File: config.mk
export PLATFORM = sky130hd
export DESIGN_NAME = lut_coarse_loader
export DESIGN_NICKNAME = d
export VERILOG_FILES = /design/src/rtl/lut_coarse_loader.sv
export SDC_FILE = /design/constraint.sdc
export NUM_CORES = 1
export LEC_CHECK = 0
export CAP_MARGIN = 20
export CORE_ASPECT_RATIO = 1.4
export CORE_MARGIN = 2
export CORE_UTILIZATION = 50
export DETAILED_ROUTE_END_ITERATION = 16
export GPL_ROUTABILITY_DRIVEN = 0
export PLACE_DENSITY = 0.66
export SLEW_MARGIN = 0
export SYNTH_ARGS = -nofsm -noshare
export SYNTH_HDL_FRONTEND = slang
export SYNTH_SLANG_ARGS = --single-unit
File: constraint.sdc
create_clock -name clk -period 6.2 [get_ports clk]
set_clock_uncertainty 0.1 [all_clocks]
set_input_delay 1.24 -clock clk [delete_from_list [all_inputs] [get_ports clk]]
set_output_delay 1.24 -clock clk [all_outputs]
set_load 0.05 [all_outputs]
File: src/rtl/lut_coarse_loader.sv
// lut_coarse_loader: streams a FULL_DEPTH-sample table in over a valid/ready
// handshake and keeps every DECIM-th sample as a coarse lookup table. Three
// independent combinational read ports serve the x-1 / x / x+1 neighbours.
//
// Optional feature macro: LUT_LOADER_CHECKSUM_EN
//   When defined, an extra CHECK state accepts one trailing byte. The table
//   is declared valid only if that byte equals the 8-bit running sum of all
//   loaded samples; otherwise the sticky err flag is raised.
//
// Handshake: a sample moves on a rising edge where in_valid && in_ready.
// in_ready is decoded from state (LOAD, and CHECK when enabled), so it never
// depends on in_valid; the sender may hold in_valid high across cycles.
module lut_coarse_loader #(
  parameter int FULL_DEPTH = 256,
  parameter int DECIM      = 4,
  parameter int DATA_W     = 8
) (
  input  logic                                       clk,
  input  logic                                       rst_n,
  input  logic                                       start,
  input  logic                                       in_valid,
  output logic                                       in_ready,
  input  logic [DATA_W-1:0]                          in_data,
  output logic                                       busy,
  output logic                                       done,
  output logic                                       table_valid,
  output logic                                       err,
  input  logic [$clog2(FULL_DEPTH/DECIM)-1:0]        rd_addr0,
  input  logic [$clog2(FULL_DEPTH/DECIM)-1:0]        rd_addr1,
  input  logic [$clog2(FULL_DEPTH/DECIM)-1:0]        rd_addr2,
  output logic [DATA_W-1:0]                          rd_data0,
  output logic [DATA_W-1:0]                          rd_data1,
  output logic [DATA_W-1:0]                          rd_data2
);

  localparam int COARSE_DEPTH = FULL_DEPTH / DECIM;
  localparam int IDX_W        = $clog2(FULL_DEPTH);
  localparam int CA_W         = $clog2(COARSE_DEPTH);
  localparam int SH           = $clog2(DECIM);
  localparam logic [IDX_W-1:0] LAST_IDX  = IDX_W'(FULL_DEPTH - 1);
  localparam logic [IDX_W-1:0] DEC_MASK  = IDX_W'(DECIM - 1);

  typedef enum logic [1:0] {
    S_IDLE  = 2'd0,
    S_LOAD  = 2'd1
`ifdef LUT_LOADER_CHECKSUM_EN
    ,
    S_CHECK = 2'd2
`endif
  } state_t;

  state_t              state_q, state_d;
  logic [IDX_W-1:0]    idx_q, idx_d;
  logic                busy_q, busy_d;
  logic                done_q, done_d;
  logic                tv_q, tv_d;
  logic                wr_en;
  logic [CA_W-1:0]     wr_addr;
  logic                xfer;
  logic [DATA_W-1:0]   coarse_q [COARSE_DEPTH];
`ifdef LUT_LOADER_CHECKSUM_EN
  logic [DATA_W-1:0]   sum_q, sum_d;
  logic                err_q, err_d;
`endif

`ifdef LUT_LOADER_CHECKSUM_EN
  assign in_ready = (state_q == S_LOAD) || (state_q == S_CHECK);
  assign err      = err_q;
`else
  assign in_ready = (state_q == S_LOAD);
  assign err      = 1'b0;
`endif

  assign xfer        = in_valid && in_ready;
  assign busy        = busy_q;
  assign done        = done_q;
  assign table_valid = tv_q;

  // Reads bypass all state: consumers gate on table_valid themselves.
  assign rd_data0 = coarse_q[rd_addr0];
  assign rd_data1 = coarse_q[rd_addr1];
  assign rd_data2 = coarse_q[rd_addr2];

  // Next-state, index, status flags and table write decode.
  always_comb begin
    state_d = state_q;
    idx_d   = idx_q;
    busy_d  = busy_q;
    done_d  = 1'b0;
    tv_d    = tv_q;
    wr_en   = 1'b0;
    wr_addr = CA_W'(idx_q >> SH);
`ifdef LUT_LOADER_CHECKSUM_EN
    sum_d   = sum_q;
    err_d   = err_q;
`endif
    case (state_q)
      S_IDLE: begin
        if (start) begin
          state_d = S_LOAD;
          idx_d   = '0;
          busy_d  = 1'b1;
          tv_d    = 1'b0;
`ifdef LUT_LOADER_CHECKSUM_EN
          sum_d   = '0;
          err_d   = 1'b0;
`endif
        end
      end
      S_LOAD: begin
        if (xfer) begin
          idx_d = idx_q + 1'b1;
          // Only samples on a decimation boundary land in the coarse table.
          if ((idx_q & DEC_MASK) == '0) wr_en = 1'b1;
`ifdef LUT_LOADER_CHECKSUM_EN
          sum_d = sum_q + in_data;
`endif
          if (idx_q == LAST_IDX) begin
`ifdef LUT_LOADER_CHECKSUM_EN
            state_d = S_CHECK;
`else
            state_d = S_IDLE;
            busy_d  = 1'b0;
            done_d  = 1'b1;
            tv_d    = 1'b1;
`endif
          end
        end
      end
`ifdef LUT_LOADER_CHECKSUM_EN
      S_CHECK: begin
        if (xfer) begin
          state_d = S_IDLE;
          busy_d  = 1'b0;
          done_d  = 1'b1;
          tv_d    = (in_data == sum_q);
          err_d   = (in_data != sum_q);
        end
      end
`endif
      default: begin
        state_d = S_IDLE;
        busy_d  = 1'b0;
      end
    endcase
  end

  // Control and status registers; reset aborts any load in progress.
  always_ff @(posedge clk or negedge rst_n) begin
    if (!rst_n) begin
      state_q <= S_IDLE;
      idx_q   <= '0;
      busy_q  <= 1'b0;
      done_q  <= 1'b0;
      tv_q    <= 1'b0;
`ifdef LUT_LOADER_CHECKSUM_EN
      sum_q   <= '0;
      err_q   <= 1'b0;
`endif
    end else begin
      state_q <= state_d;
      idx_q   <= idx_d;
      busy_q  <= busy_d;
      done_q  <= done_d;
      tv_q    <= tv_d;
`ifdef LUT_LOADER_CHECKSUM_EN
      sum_q   <= sum_d;
      err_q   <= err_d;
`endif
    end
  end

  // Coarse table storage, cleared to zero by reset.
  always_ff @(posedge clk or negedge rst_n) begin
    if (!rst_n) begin
      for (int k = 0; k < COARSE_DEPTH; k++) coarse_q[k] <= '0;
    end else if (wr_en) begin
      coarse_q[wr_addr] <= in_data;
    end
  end

endmodule
Word-level counts from Yosys, hierarchy flattened
Cells that the tools add are included.
{ "word_totals": {"register_bits": 525, "in_bits": 30, "word_cells": 125} }
{ "classes": {"addsub": 1, "n_lt_le_gt_ge": 5, "eq_ne": 5, "mux": 33, "bitwise": 4, "n_reduce_logical": 8} }
{ "op_table": {"columns": ["op", "n"], "rows": [
  ["$bwmux W512", 1],
  ["$bmux W8 S6", 3],
  ["$mux W8", 9],
  ["$demux W8 S6", 1],
  ["$ge A7 B7 Y1 const B", 4],
  ["$not A6 Y7", 4],
  ["$pmux W8 S2", 1],
  ["$mux W1", 12],
  ["$add A8 B1 Y8 const B", 1],
  ["$eq A8 B8 Y1 const B", 1],
  ["$logic_not A8 Y1", 1],
  ["$lt A7 B1 Y1 const B", 1],
  ["$mux W2", 3],
  ["$reduce_and A3 Y1", 2],
  ["$ne A2 B1 Y1 const B", 2],
  ["$pmux W1 S2", 2],
  ["$pmux W2 S2", 1],
  ["$reduce_and A4 Y1", 1],
  ["$eq A2 B1 Y1 const B", 1],
  ["$logic_and A1 B1 Y1", 2],
  ["$logic_not A2 Y1", 1],
  ["$ne A2 B2 Y1 const B", 1],
  ["$reduce_bool A2 Y1", 1]
]} }

Longest topological paths before layout
Gate-level depths: netlist of the first run.
{ "logic_depth": {"word_depth": 6, "depth_mapped": 9, "mapped_depth_nobuf": 6} }

Worst setup path before layout of the first run
No wires, ideal clock.
{ "synth_path": {"kind": "input to output", "from": "input port rd_addr2[2]", "to": "output port rd_data2[4]", "t_arrival_ns": 4.015, "required_ns": 4.860, "path_slack_ns": 0.845, "path_stages": 6, "path_buffers": 4, "path_cell_list": "buf_2 > buf_4 > clkbuf_1 > clkbuf_1 > a211oi_1 > o41ai_1"} }
{ "synth_between": {"elab_chain_len": 4} }
{ "synth_lines": {"columns": ["element", "line_no", "rtl"], "rows": [
  ["from (decl)", "30", "input logic [$clog2(FULL_DEPTH/DECIM)-1:0] rd_addr2,"],
  ["$not A6 Y7 (not written as such)", "82", "assign rd_data2 = coarse_q[rd_addr2];"],
  ["$bmux W8 S6", "82", null],
  ["$mux W8 (not written as such) (2 in series)", "82", null],
  ["to (decl)", "33", "output logic [DATA_W-1:0] rd_data2"]
]} }
Every way passes these cells. The select of a mux whose other input is x is not followed.

Worst setup path in the final report of the first run
{ "layout_path": {"from": "input port rd_addr2[3]", "to": "output port rd_data2[3]"} }
The elaborated chain is that of the path after synthesis.

==> flow_summary_export.csv, run 1 <==
group,metric,value,unit
global_route,overflow,0,
worst_setup_path,reg2reg_slack,2960,ps
pwr,p_total,0.008548,W
worst_setup_path,critPathCaptureType,"primary output",
drt,drcViolationCount,0,
yosys,ys_types,55,
floorplanning,io_pins,59,
floorplanning,coreArea,0.06400,sq mm
clock_network,cts_resized,0,
pwr,p_int,0.006175,W
drt,vias,22300,
timing,worst_pin_slew,1080,ps
drt,initialDrtViolationCount,2660,
clock_network,clk_pin_slew,60,ps
drt,drtAntennaViolNets,0,
pwr,power.switching,0.002372,W
timing,finalHoldViolCount,0,
worst_setup_path,cp.arrival,4660,ps
global_route,grt_pass1_wl,161700,um
yosys,synth_fa_ha_area_frac,0.0007779,
placed_design,placed_cells,2931,
worst_setup_path,worstReg2RegEnd,"coarse_q[155]",
yosys,synthArstFlopShare,1.000,
clock_network,cts.root.buffer_cell,"clkbuf_16",
worst_setup_path,crit_path_max_fanout,14,
layout,ff_latch_area,0.01309,sq mm
timing,timing.fmax,0.1666,GHz
global_route,grt_max_degree,128,
yosys,synthXorXnorAreaFrac,0.0002723,
layout,layout-drive-gt1-share,0.5434,
layout,final_nets,2180,
timing,timing.final.ws_setup,195.9,ps
yosys,synth_top_family_by_area,"multiplexers",
drt,via_per_inst,7.354,
clock_network,clkLatencyLatePin,620,ps
worst_setup_path,crit_start,"rd_addr2[3]",
worst_setup_path,rr_startpoint,"busy",
worst_setup_path,crit_required,4860,ps
clock_network,cts_buffers,54,
timing,max_slew_margin,0.2612,
pwr,peakVddDrop,0.2270,mV
clock_network,cts-hold-fix-buffers,0,
pwr,power_frac_comb,0.157,
clock_network,h-tree-depth,2,
floorplanning,die-area,0.06641,sq mm
worst_setup_path,critical_path_class,"input pin to primary output",
pwr,seqPwrFrac,0.439,
timing,fin_tns_setup,0,ps
timing,rsz0062_at_grt,"false",
layout,fin_area,0.03548,sq mm
pwr,power_density,240.9,mW/mm^2
floorplanning,die_x,218.4,um
flow_run,max_cap_viol_count,0,
floorplanning,die_height,304.1,um
yosys,synthFlopType,"dfrtp_1",
yosys,synthCells,2165,
yosys,synth_area,0.03217,sq mm
placed_design,post-place-ws,477.0,ps
yosys,synthSimpleGateAreaFrac,0.04403,
yosys,ys_warn_count,0,
layout,instances_no_fill,3032,
run_status,outcome,"finished, final reports clean",
clock_network,cts_tree,"yes",
pwr,p_sw_frac,0.2775,
floorplanning,start_util,0.5027,
yosys,synth-seq-cells,523,
yosys,syn_nets,2197,
drt,drt-pass1-iter-count,8,
placed_design,portBuffers,57,
timing,min_period,6004,ps
layout,multiInputGateArea,0.01812,sq mm
global_route,grt_antenna_before_repair,2,
layout,syn_to_final_growth,10.30,%
drt,wl,108700,um
yosys,avgSynthCellArea,14.86,sq um
floorplanning,num_rows,110,
yosys,synth_edf_count,0,
timing,setup_viol,0,
timing,slew_violations,0,
worst_setup_path,start_kind,"input pin",
placed_design,hpwl,73980,um
global_route,gr-usage-all-layers,0.3370,
clock_network,cts_sinks,523,
pwr,power_frac_clock,0.404,
yosys,synth_compound_area_frac,0.04430,
clock_network,clockBufferDepth,3,
global_route,grt_pass1_vias,22760,
yosys,synth.mux.area_fraction,0.4735,
timing,min_period_over_period,0.9684,
clock_network,post_cts_buffers,0,
pwr,p_leak,15.41,nW
layout,fillers,5088,
worst_setup_path,endpoint,"rd_data2[3]",
worst_setup_path,r2r_cells,5,
drt,wl_per_cell,35.85,um
placed_design,place_area,0.03360,sq mm
yosys,ys_seq_area_frac,0.4068,
worst_hold_path,min_path_type,"flip-flop to flip-flop",
stage by stage:
step | utilization | hold slack (ps)
6_report | 0.5544 | 391.9
5_1_grt | 0.5544 | 449.3
4_1_cts | 0.5541 | 401.8
3_5_place_dp | 0.5251 | 381.1
3_3_place_gp | 0.5251 | 368.4
2_1_floorplan | - | 387.1
cell type report:
class / count / area share
multi-input cells: 1433 / 0.5107
flip-flops and latches: 523 / 0.3688
clock buffers: 80 / 0.04602
repair buffers: 132 / 0.03801
well taps: 840 / 0.02962
clock inverters: 18 / 0.006276
inverters: 4 / 0.0004231
diodes: 2 / 0.0001410
how the worst min path moves through the flow:
stage | startpoint | end | slack [ps] | cells after the start
3_5_place_dp | table_valid | table_valid | 380 | 1
6_report | table_valid | table_valid | 390 | 1
4_1_cts | table_valid | table_valid | 400 | 1
5_1_grt | table_valid | table_valid | 450 | 1
2_1_floorplan | coarse_q[143] | coarse_q[143] | 390 | 1
3_3_place_gp | table_valid | table_valid | 370 | 1
Yosys cell counts, drive strengths merged (2+ instances only):
master / count / area [sq um]
o32ai: 7 / 61.31
or3: 8 / 50.05
and2: 6 / 37.54
a22oi: 17 / 127.6
nand2b: 14 / 87.58
nand2: 45 / 183.9
nor3b: 6 / 50.05
o41ai: 9 / 78.83
and3b: 2 / 17.52
o22ai: 46 / 287.8
nand4: 4 / 25.02
nor4: 2 / 12.51
clkbuf: 102 / 384.1
or3b: 5 / 43.79
mux4: 388 / 8738
mux2: 533 / 6002
or2: 5 / 31.28
nand3b: 14 / 105.1
nor2: 96 / 480.5
a2111oi: 7 / 61.31
nand3: 15 / 85.08
o221ai: 30 / 262.8
inv: 3 / 11.26
mux2i: 49 / 490.5
dfrtp: 523 / 13090
ha: 2 / 25.02
buf: 103 / 573.1
or4: 3 / 22.52
nor3: 13 / 65.06
o21ai: 31 / 155.2
a211oi: 10 / 75.07
o31ai: 11 / 82.58
nor2b: 18 / 112.6
a221oi: 3 / 26.28
a21o: 12 / 90.09
a21oi: 13 / 65.06
flip-flops by register name, indices dropped and copies added (netlist names):
signal,cells
coarse_q,512
idx_q,8
busy,1
done,1
table_valid,1
worst max-delay path: stages:
cell and delay, ps:
clkdlybuf4s50_1 750, buf_4 360, nand2b_1 590, o22ai_1 340, nor4_1 900, a21o_1 240
buf_4 230
cells by family (layout without fill, tap and decap cells):
logic type	count (synthesis)	after routing
mux	970	970
simple gates	257	257
flops	523	523
xor+xnor	1	1
fa+ha+maj	2	2
buf+inv	209	234
other cells	1	3
compound gates	202	202
power by group through the flow:
stage	registers [W]	logic [W]	clock network (W)
after floorplan	0.00373	0.000867	0
after global placement	0.00379	0.00130	0
after detailed placement	0.00380	0.00132	0
after CTS	0.00374	0.00132	0.00350
after global routing	0.00377	0.00140	0.00362
final	0.00375	0.00135	0.00345
per-layer routing:
layer	part of all wire	wire length (um)	vias up	GRT usage
met1	0.35	37540	11890	0.4189
met5	0.00026	28	-	0
met2	0.48	52310	1337	0.5312
met4	0.089	9697	4	0.2414
met3	0.084	9120	400	0.06057
li1	-	-	8663	-
cells in the final DEF (no fill, tap or decap), types with 14 or more instances in the layout:
master and count:
buf_4 75, clkdlybuf4s50_1 15, dfrtp_1 523, o21ai_0 31, nor2_2 48, mux2i_1 49
nor2b_1 18, o22ai_1 46, o221ai_1 30, a22oi_1 17, clkbuf_16 57, nand2b_1 14
nand3b_1 14, nor2_1 48, mux2_2 530, mux4_2 388, buf_12 25, nand2_1 39
Power figures use the tool's default switching activity.
==> inputs of run 2 (changes only) <==
--- a/config.mk
+++ b/config.mk
@@ -6,12 +6,14 @@
 export NUM_CORES = 1
 export LEC_CHECK = 0
 export CAP_MARGIN = 20
+export CELL_PAD_IN_SITES_DETAIL_PLACEMENT = 2
+export CELL_PAD_IN_SITES_GLOBAL_PLACEMENT = 2
 export CORE_ASPECT_RATIO = 1.4
 export CORE_MARGIN = 2
 export CORE_UTILIZATION = 50
 export DETAILED_ROUTE_END_ITERATION = 16
 export GPL_ROUTABILITY_DRIVEN = 0
-export PLACE_DENSITY = 0.66
+export PLACE_DENSITY_LB_ADDON = 0.1
 export SLEW_MARGIN = 0
 export SYNTH_ARGS = -nofsm -noshare
 export SYNTH_HDL_FRONTEND = slang
==> run 2 against run 1 <==
The flow now finishes with violations (negative setup slack). Register-to-register slack worse by 180 ps. Cell count is 0.46% higher. Power is 3.4% higher. Clock-buffer cell count is 1 lower. Sequential power hardly changed. Critical endpoint is now rd_data2[2]. Sequential cell count stayed put. Utilization is 0.23 points higher. First-iteration DRC count is 2.5% lower. Combinational power is 6% higher. Largest power group unchanged. Critical path depth stayed put.
==> flow_summary_export.csv, run 2 (synthesis results as in run 1) <==
group,metric,value,unit
floorplanning,coreArea,0.06400,sq mm
placed_design,hpwl,86830,um
worst_setup_path,critical_path_class,"input pin to primary output",
floorplanning,start_util,0.5027,
worst_setup_path,cp.arrival,4870,ps
floorplanning,die-area,0.06641,sq mm
timing,min_period,6206,ps
pwr,power_density,248.1,mW/mm^2
global_route,grt_max_degree,119,
clock_network,cts_buffers,57,
timing,timing.fmax,0.1611,GHz
floorplanning,die_height,304.1,um
clock_network,cts_sinks,523,
timing,fin_tns_setup,-6.050,ps
clock_network,cts_tree,"yes",
drt,drt-pass1-iter-count,5,
clock_network,cts-hold-fix-buffers,0,
flow_run,max_cap_viol_count,0,
layout,largest_register,"coarse_q",
floorplanning,die_x,218.4,um
worst_setup_path,crit_required,4860,ps
clock_network,clockBufferDepth,3,
global_route,grt_pass1_vias,25080,
global_route,gr-usage-all-layers,0.4032,
worst_hold_path,min_path_type,"flip-flop to flip-flop",
timing,max_slew_margin,0.1672,
placed_design,portBuffers,57,
global_route,grt_pass1_wl,190600,um
drt,vias,22840,
worst_setup_path,start_kind,"input pin",
drt,drcViolationCount,0,
global_route,use_met3,0.07766,
clock_network,post_cts_buffers,0,
drt,initialDrtViolationCount,2594,
drt,drtAntennaViolNets,0,
clock_network,cts.root.buffer_cell,"clkbuf_16",
pwr,seqPwrFrac,0.425,
pwr,p_sw_frac,0.2908,
worst_setup_path,crit_path_max_fanout,21,
timing,slew_violations,0,
pwr,power.switching,0.002571,W
global_route,grt_antenna_before_repair,4,
layout,reg_top3,"coarse_q: 512 flops, idx_q: 8 flops",
pwr,power_frac_comb,0.161,
timing,rsz0062_at_grt,"false",
layout,layout-drive-gt1-share,0.5477,
layout,largest_reg_flops,512,
timing,timing.final.ws_setup,-6.050,ps
global_route,globalRoute.busiestLayer,"met2",
timing,min_period_over_period,1.001,
run_status,violations,"negative setup slack",
layout,final_nets,2189,
placed_design,post-place-ws,398.4,ps
timing,worst_pin_slew,1246,ps
worst_setup_path,cpPeakStageDelay,1040,ps
worst_setup_path,crit_chain,"clkdlybuf4s50_1, nor2_1, nand2_1, o22ai_1, a211oi_1, a21o_1, buf_4",
layout,fillers,5592,
floorplanning,num_rows,110,
clock_network,clk_pin_slew,50,ps
global_route,use_met1,0.4967,
worst_setup_path,critPathCaptureType,"primary output",
layout,final_common_cell,"mux2_2",
layout,fin_area,0.03563,sq mm
clock_network,h-tree-depth,2,
pwr,p_leak,15.49,nW
drt,wl_per_cell,42.86,um
placed_design,place_area,0.03365,sq mm
layout,final_cell_mix,"mux2_2, dfrtp_1, mux4_2",
pwr,peakVddDrop,0.2754,mV
timing,finalHoldViolCount,0,
worst_setup_path,crit_slowest_cell,"o22ai_1",
pwr,p_int,0.006270,W
global_route,overflow,0,
drt,wl,130600,um
layout,syn_to_final_growth,10.75,%
floorplanning,io_pins,59,
global_route,globalRouteMet2Util,0.6420,
run_status,outcome,"finished, violations left",
drt,via_per_inst,7.499,
clock_network,clkLatencyLatePin,630,ps
timing,setup_viol,1,
pwr,power_frac_clock,0.413,
## run 2: through the flow
stage | hold WS (ps) | util | power, W | cells
after global placement | 377.2 | 0.5258 | 0.005118 | 2937
final | 393.1 | 0.5567 | 0.008841 | 3046
after detailed placement | 387.2 | 0.5258 | 0.005195 | 2937
after CTS | 403.1 | 0.5562 | 0.008852 | 3041
after global routing | 410.7 | 0.5566 | 0.009073 | 3042
after floorplan | 387.1 | - | 0.004592 | 2165
## run 2: cell type report
class,instances,area (sq um),area share
multi-input combinational,1433,18140,0.5091
sequential,523,13090,0.3673
clock buffer,79,1662,0.04664
timing repair buffer,138,1379,0.03870
tap,840,1051,0.02950
clock inverter,25,286.5,0.008042
inverter,4,15.01,0.0004214
antenna,4,10.01,0.0002809
## run 2: worst paths after layout
| kind | startpoint | end | slack (ps) | cells after the start |
|---|---|---|---|---|
| worst max-delay path | rd_addr2[3] | rd_data2[2] | -6 | 7 |
| worst min-delay path | table_valid | table_valid | 390 | 1 |
| worst max register to register | busy | coarse_q[351] | 2780 | 5 |
| worst min register to register | table_valid | table_valid | 390 | 1 |
| max in group asynchronous | rst_n | coarse_q[106] | 4030 | 2 |
| min in group asynchronous | rst_n | coarse_q[494] | 510 | 1 |
## run 2: critical path: cells and delay by family
family / cells / cell delay (ps)
buffers and inverters: 2 / 1180
AOI/OAI and AO/OA: 3 / 1410
and+or+nand+nor: 2 / 1000
## run 2: what timing repair did
item                                   CTS  global route
setup endpoints to repair                0             1
resized for setup                        0             1
endpoints found under the hold margin    0             0
## run 2: power groups by stage
stage | registers (W) | clock network (W) | logic, W
2_1_floorplan | 0.00373 | 0 | 0.000867
3_3_place_gp | 0.00378 | 0 | 0.00133
4_1_cts | 0.00375 | 0.00370 | 0.00140
6_report | 0.00376 | 0.00365 | 0.00143
3_5_place_dp | 0.00381 | 0 | 0.00138
5_1_grt | 0.00378 | 0.00382 | 0.00147
## run 2: routing by layer
layer | part of all wire | wire (um)
met1 | 0.36 | 46860
met2 | 0.48 | 63180
met3 | 0.070 | 9152
met4 | 0.087 | 11350
met5 | 0.00016 | 21
